File: src/rtl/register_file_if.sv
// register_file_if: write port and two read ports of the register file
interface register_file_if #(
  parameter int WIDTH  = 32,
  parameter int ADDR_W = 5
);
  logic              Write_En;
  logic [ADDR_W-1:0] Write_Addr;
  logic [WIDTH-1:0]  Write_Data;
  logic [ADDR_W-1:0] Read_Addr_A;
  logic [WIDTH-1:0]  Read_Data_A;
  logic [ADDR_W-1:0] Read_Addr_B;
  logic [WIDTH-1:0]  Read_Data_B;
  modport master (
    output Write_En, Write_Addr, Write_Data, Read_Addr_A, Read_Addr_B,
    input  Read_Data_A, Read_Data_B
  );
  modport slave (
    input  Write_En, Write_Addr, Write_Data, Read_Addr_A, Read_Addr_B,
    output Read_Data_A, Read_Data_B
  );
endinterface

File: src/rtl/register_file.sv
// register_file: DEPTH x WIDTH array, one sync write port, two combinational read ports
module register_file #(
  parameter int WIDTH    = 32,
  parameter int DEPTH    = 32,
  parameter int ADDR_W   = 5,
  parameter bit ZERO_REG = 1'b1,
  parameter bit BYPASS   = 1'b1
) (
  input logic Clock,
  input logic Reset_n,
  register_file_if.slave bus
);
  logic [WIDTH-1:0] mem [DEPTH];
  logic             wr_ok;
  logic             zero_a;
  logic             zero_b;
  // a write takes effect only outside reset and never targets a hardwired x0
  always_comb begin
    wr_ok  = bus.Write_En && !Reset_n && !(ZERO_REG && bus.Write_Addr == '0);
    zero_a = ZERO_REG && bus.Read_Addr_A == '0;
    zero_b = ZERO_REG && bus.Read_Addr_B == '0;
  end
  // reset clears every entry and wins over a simultaneous write
  always_ff @(posedge Clock) begin
    if (Reset_n)
      for (int i = 0; i < DEPTH; i++) mem[i] <= '0;
    else if (wr_ok)
      mem[bus.Write_Addr] <= bus.Write_Data;
  end
  // reads forward the in-flight write when bypass is enabled, else show stored state
  always_comb begin
    bus.Read_Data_A = zero_a ? '0 :
                      (BYPASS && wr_ok && bus.Write_Addr == bus.Read_Addr_A) ? bus.Write_Data :
                      mem[bus.Read_Addr_A];
    bus.Read_Data_B = zero_b ? '0 :
                      (BYPASS && wr_ok && bus.Write_Addr == bus.Read_Addr_B) ? bus.Write_Data :
                      mem[bus.Read_Addr_B];
  end
endmodule

File: src/flat_wrapper.sv
// flat-port wrapper written by rule: the top's interface ports become plain ports
module register_file_flat 
#(
  parameter int WIDTH    = 32,
  parameter int DEPTH    = 32,
  parameter int ADDR_W   = 5,
  parameter bit ZERO_REG = 1'b1,
  parameter bit BYPASS   = 1'b1
)
  (Clock, Reset_n, bus_Write_En, bus_Write_Addr, bus_Write_Data, bus_Read_Addr_A, bus_Read_Addr_B, bus_Read_Data_A, bus_Read_Data_B);
  register_file_if #(.WIDTH(WIDTH), .ADDR_W(ADDR_W)) bus_i ();
  input logic Clock;
  input logic Reset_n;
  input wire logic [$bits(bus_i.Write_En)-1:0] bus_Write_En;
  input wire logic [$bits(bus_i.Write_Addr)-1:0] bus_Write_Addr;
  input wire logic [$bits(bus_i.Write_Data)-1:0] bus_Write_Data;
  input wire logic [$bits(bus_i.Read_Addr_A)-1:0] bus_Read_Addr_A;
  input wire logic [$bits(bus_i.Read_Addr_B)-1:0] bus_Read_Addr_B;
  output wire logic [$bits(bus_i.Read_Data_A)-1:0] bus_Read_Data_A;
  output wire logic [$bits(bus_i.Read_Data_B)-1:0] bus_Read_Data_B;
  assign bus_i.Write_En = bus_Write_En;
  assign bus_i.Write_Addr = bus_Write_Addr;
  assign bus_i.Write_Data = bus_Write_Data;
  assign bus_i.Read_Addr_A = bus_Read_Addr_A;
  assign bus_i.Read_Addr_B = bus_Read_Addr_B;
  assign bus_Read_Data_A = bus_i.Read_Data_A;
  assign bus_Read_Data_B = bus_i.Read_Data_B;
  register_file #(.WIDTH(WIDTH), .DEPTH(DEPTH), .ADDR_W(ADDR_W), .ZERO_REG(ZERO_REG), .BYPASS(BYPASS)) u_core (.Clock(Clock), .Reset_n(Reset_n), .bus(bus_i));
endmodule
File: config.mk
export PLATFORM = sky130hd
export DESIGN_NAME = register_file_flat
export DESIGN_NICKNAME = d
export VERILOG_FILES = /design/src/rtl/register_file_if.sv /design/src/rtl/register_file.sv /design/src/flat_wrapper.sv
export SDC_FILE = /design/constraint.sdc
export NUM_CORES = 2
export LEC_CHECK = 0
export ABC_CLOCK_PERIOD_IN_PS = 3400
export CORE_AREA = 2 2 274 384
export CTS_CLUSTER_DIAMETER = 150
export DETAILED_ROUTE_END_ITERATION = 8
export DIE_AREA = 0 0 276 386
export PLACE_DENSITY = 0.71
export RECOVER_POWER = 100
export SYNTH_ARGS = -nofsm -noshare
export SYNTH_HDL_FRONTEND = slang
export SYNTH_SLANG_ARGS = --single-unit
File: constraint.sdc
create_clock -name Clock -period 3.4 [get_ports Clock]
set_clock_uncertainty 0.2 [all_clocks]
set_input_delay 0.68 -clock Clock [delete_from_list [all_inputs] [get_ports Clock]]
set_output_delay 0.68 -clock Clock [all_outputs]
set_load 0.05 [all_outputs]
# Yosys cells after proc, flatten, opt, wreduce, memory -nomap -nowiden
# Memory sizes are Yosys's and may differ from the RTL's.
# Cells that the tools add are included.
# totals
regBits,0
latch_bits,0
ramBits,1024
rom_bits,0
output_inout_bits,64
elab_cells,25
memories,1
# classes
add_sub_neg,0
n_mul,0
n_div,0
n_lt_le_gt_ge,0
eq_ne,2
n_shift,0
mux,12
bitwise_logic,0
reduce_logical,10
# mem_list
memory,depth,word_bits,read_ports,rd_clocked_by_memory_dff,write_ports,line_no,text
u_core.mem,32,32,2,0,32,register_file.sv:13,logic [WIDTH-1:0] mem [DEPTH];
# op_table
op,count
32-bit 2-to-1 mux,5
32-bit OR reduction,1
5-bit zero test,3
5-bit equality test,2
1-bit 2-to-1 mux,6
5-bit 2-to-1 mux,1
1-bit logical AND,4
1-bit zero test,2

# Logic depth before layout (Yosys ltp)
# logic_depth
ltp_word,8
depth_mapped,10
depth_no_buf,5

# Worst setup path before layout
# OpenSTA, ideal clock, no wires.
# synth_timing
path_kind,input to output
startpoint,input bus_Write_Addr[3]
endpoint,output bus_Read_Data_B[25]
t_arrival_ps,3177
required_ps,2520
path_slack_ps,-657
cell_stages,7
n_path_buf,2
path_cell_list,buf_2 -> or3_4 -> o311ai_4 -> or2_1 -> buf_4 -> nand2_2 -> o311ai_1
# synth_between
elab_chain_len,6
# synth_rtl
element,line_no,text
from (decl),flat_wrapper.sv:15,input wire logic [$bits(bus_i.Write_Addr)-1:0] bus_Write_Addr;
5-bit zero test,register_file.sv:19,wr_ok = bus.Write_En && !Reset_n && !(ZERO_REG && bus.Write_Addr == '0);
1-bit zero test,register_file.sv:19,
1-bit logical AND,register_file.sv:19,
1-bit logical AND *,register_file.sv:36,(BYPASS && wr_ok && bus.Write_Addr == bus.Read_Addr_B) ? bus.Write_Data :
32-bit 2-to-1 mux *,register_file.sv:36,
32-bit 2-to-1 mux *,register_file.sv:35,bus.Read_Data_B = zero_b ? '0 :
to (decl),flat_wrapper.sv:20,output wire logic [$bits(bus_i.Read_Data_B)-1:0] bus_Read_Data_B;
# Every way passes the cells marked *; elsewhere a longest branch is shown, timed or not.

# Final worst setup path
# layout_timing
startpoint,input bus_Write_Addr[1]
endpoint,output bus_Read_Data_B[7]
# The elaborated chain is that of the path after synthesis.

==> summary.txt <==
Run status
  – Run status: finished with violations
  – Failing checks: DRC, setup timing

Floorplan
  – Number of I/O pins: 114
  – Die extent in y: 386 um
  – Die width: 276 um
  – Standard-cell row count: 140
  – Core area: 0.103 mm^2
  – Effective utilization at floorplan: 54.4%
  – Die area: 0.107 mm^2

Logic synthesis
  – Yosys Warn Count: 0
  – Sequential fraction of the synthesis area: 54.7%
  – Top-area cell type share of the netlist area: 54.7%
  – Largest area contributor in the netlist: sky130_fd_sc_hd__edfxtp_1
  – Async set-reset flop share out of synthesis: 0%
  – Gate count after technology mapping: 4,021
  – Netlist cell types: 64
  – Synth Area per Inst: 14.0 um^2
  – Number of enable-type register cells in the synthesized netlist: 1,024
  – Synth area leaders: sky130_fd_sc_hd__edfxtp_1 (55%), sky130_fd_sc_hd__mux4_2 (12%), sky130_fd_sc_hd__and2_1 (10%)
  – Post-synthesis cell area: 0.0562 mm^2
  – Post-synthesis register bit count: 1,024
  – Synth Flop Type: sky130_fd_sc_hd__edfxtp_1

Layout
  – Flip-flop count of the largest register after layout: 1,024
  – Final core area utilization: 68.1%
  – Register Area: 0.0307 mm^2
  – Area used by multi-input combinational logic: 0.0260 mm^2
  – Fin area: 0.0704 mm^2
  – Commonest non-fill, non-tap cells in the layout: sky130_fd_sc_hd__edfxtp_1 (1,024), sky130_fd_sc_hd__and2_1 (590), sky130_fd_sc_hd__buf_4 (432)
  – Area growth syn-to-layout: 25.3%
  – Final net count: 4,588
  – Layout cell share with drive strength beyond 1: 36.5%
  – Filler instances: 7,081
  – Biggest regs: u_core.mem (1024)
  – Most common cell after layout, fill and taps aside: sky130_fd_sc_hd__edfxtp_1
  – Top reg by flops: u_core.mem

GRT
  – Largest net degree at the start of global routing: 54
  – Global-route wire length before repair: 303,000 um
  – Grt ovf: 0
  – Number of global-route vias before repair: 42,000
  – GR Util All Layers: 40.8%
  – Number of antenna violations at the first check in global routing: 20

STA
  – Transition time at the pin with the least slew margin: 1.45 ns
  – Max frequency: 270 MHz
  – Max-slew headroom: 3.01%
  – Final hold vios: 0
  – Post-route setup slack: -0.298 ns
  – # setup viols final: 490
  – Setup repair after global routing missed its margin: true
  – Max-slew violation total from the final report: 0
  – Minimum period implied by the final worst setup slack: 3.70 ns
  – Final Cycle Share: 109%

Clocking
  – Clock tree from TritonCTS: done
  – Deepest clock path buffer count: 3
  – CTS Buf Count: 96
  – Clock sink count: 1,024
  – # hold bufs at CTS: 0
  – H-tree lvl count: 3
  – CTS clock-pin slew for the worst setup and hold paths: 0.06 ns
  – Root Buffer: sky130_fd_sc_hd__clkbuf_16

Pwr
  – Total power density per cell area: 463 mW/mm^2
  – Maximum VDD drop: 0.399 mV
  – Leakage power: 25.5 nW

Setup path
  – Endpoint class of the critical path: primary output
  – Kind of launch point of the worst setup path: input pin
  – Most numerous cell on the critical path: sky130_fd_sc_hd__buf_6
  – Slowest cell on crit path: sky130_fd_sc_hd__nand4_1
  – Critical Path Source: bus_Write_Addr[1]
  – Kind of critical path: in2out
  – Largest fanout on the critical path: 5
  – Worst endpoint required time: 2.52 ns
  – Data arrival time of the critical path: 2.82 ns
  – Delay of the slowest cell on the worst path: 0.29 ns
  – List of cells traversed by the critical path: clkdlybuf4s15_2 > xnor2_2 > nand4_1 > buf_6 > o211ai_1 > buf_6 > buf_6 > a211oi_2 > a211o_1 > buf_12

Drt
  – Number of detailed-routing iterations run before antenna repair: 9
  – Via density per instance: 7.08
  – DR iter-0 viols: 6,220
  – Number of remaining DRC errors: 16
  – DR vias: 42,300
  – Remaining number of nets flagged by the antenna check after routing: 0
  – Routed wire length: 223,000 um
  – Wire length per cell: 37.3 um

Placement
  – Port-buffer cells: 113
  – Post-place setup slack: -0.680 ns
  – Dpl cell area: 0.0644 mm^2
  – HPWL reported at the end of detailed placement: 137,000 um
  – Global placer's final weighted congestion: 0.956

Hold path
  – Launch point of the worst hold path: Reset_n
  – Min-Delay Path Depth: 2
  – Worst Hold Path EP: u_core.mem[0][9]
  – Classification of the worst-slack hold path: in2reg

Run
  – Max cap viols: 0
==> cell families (layout without fill, tap and decap cells) <==
kind of cell    after synthesis  after routing  synth area share (%)
compound gates              516            516                  7.13
buf+inv                     447           1013                  3.88
flops                      1024           1024                  54.7
other cells                   1             39               0.00667
xor+xnor                     10             10                 0.156
mux                         793            793                  21.0
simple gates               1230           1230                  13.1
==> Yosys cell counts (all sizes together), types with 15 or more instances <==
cell type,count
nand2,53
mux4,300
nor3b,17
and2,931
o211ai,33
mux2,93
or2,37
a21oi,18
nor2,46
edfxtp,1024
o22a,38
o21ai,78
a221oi,97
clkbuf,299
nand3,34
o221ai,32
nor3,80
a22oi,28
o2bb2a,15
mux2i,400
a2bb2oi,18
buf,142
o31ai,33
o22ai,57
==> final cells by class <==
type / instances / share of cell area, %
inverter: 6 / 0.0320
tap: 1349 / 2.40
multi-input combinational: 2581 / 36.9
clock inverter: 73 / 1.10
timing repair buffer: 829 / 12.4
clock buffer: 105 / 3.52
antenna: 7 / 0.0249
sequential: 1024 / 43.7
==> through the flow <==
stage / power (mW) / std cells / TNS, ns / hold slack (ns)
finish: 32.6 / 5974 / -41.30 / 0.414
floorplan: 18.0 / 4052 / -1.15 / 0.678
CTS: 32.2 / 5935 / -10.44 / 0.420
global placement: 20.6 / 5710 / -28.68 / 1.14
detailed placement: 20.7 / 5710 / -28.93 / 1.15
global route: 33.2 / 5969 / -22.34 / 0.406
==> how the worst max path moves through the flow <==
stage / end / slack [ns] / cells past startpoint
5_1_grt: bus_Read_Data_B[31] / -0.30 / 10
3_3_place_gp: bus_Read_Data_B[12] / -0.67 / 11
2_1_floorplan: bus_Read_Data_B[25] / -0.21 / 7
4_1_cts: bus_Read_Data_A[13] / -0.24 / 10
6_report: bus_Read_Data_B[7] / -0.30 / 10
3_5_place_dp: bus_Read_Data_B[14] / -0.68 / 9
==> worst max-delay path, delay by kind of cell <==
kind | cells | cell delay (ns)
and+or+nand+nor | 1 | 0.29
xor gates and xnor gates | 1 | 0.22
buffers and inverters | 5 | 1.06
AOI/OAI and AO/OA | 3 | 0.56
==> timing repair <==
action                     4_1_cts  5_1_grt
resized for setup              320      155
gates cloned                    15        8
setup endpoints to repair       64       64
pin swaps                       97       69
buffers inserted                33       28
==> report_power, final <==
group / internal, mW / switching [mW]
combinational: 2.78 / 3.48
sequential: 14.6 / 0.389
clock: 6.29 / 5.07
==> routing by layer <==
layer | share of wire (%) | wire length, um | up-vias | GRT usage, %
li1 | - | - | 16500 | -
met3 | 14 | 32100 | 1133 | 12.6
met1 | 31 | 68500 | 20900 | 46.9
met2 | 45 | 99100 | 3724 | 63.9
met4 | 10 | 22900 | 4 | 32.4
met5 | 0.012 | 27 | - | 0
No activity file was read; power rests on OpenSTA's default activity.
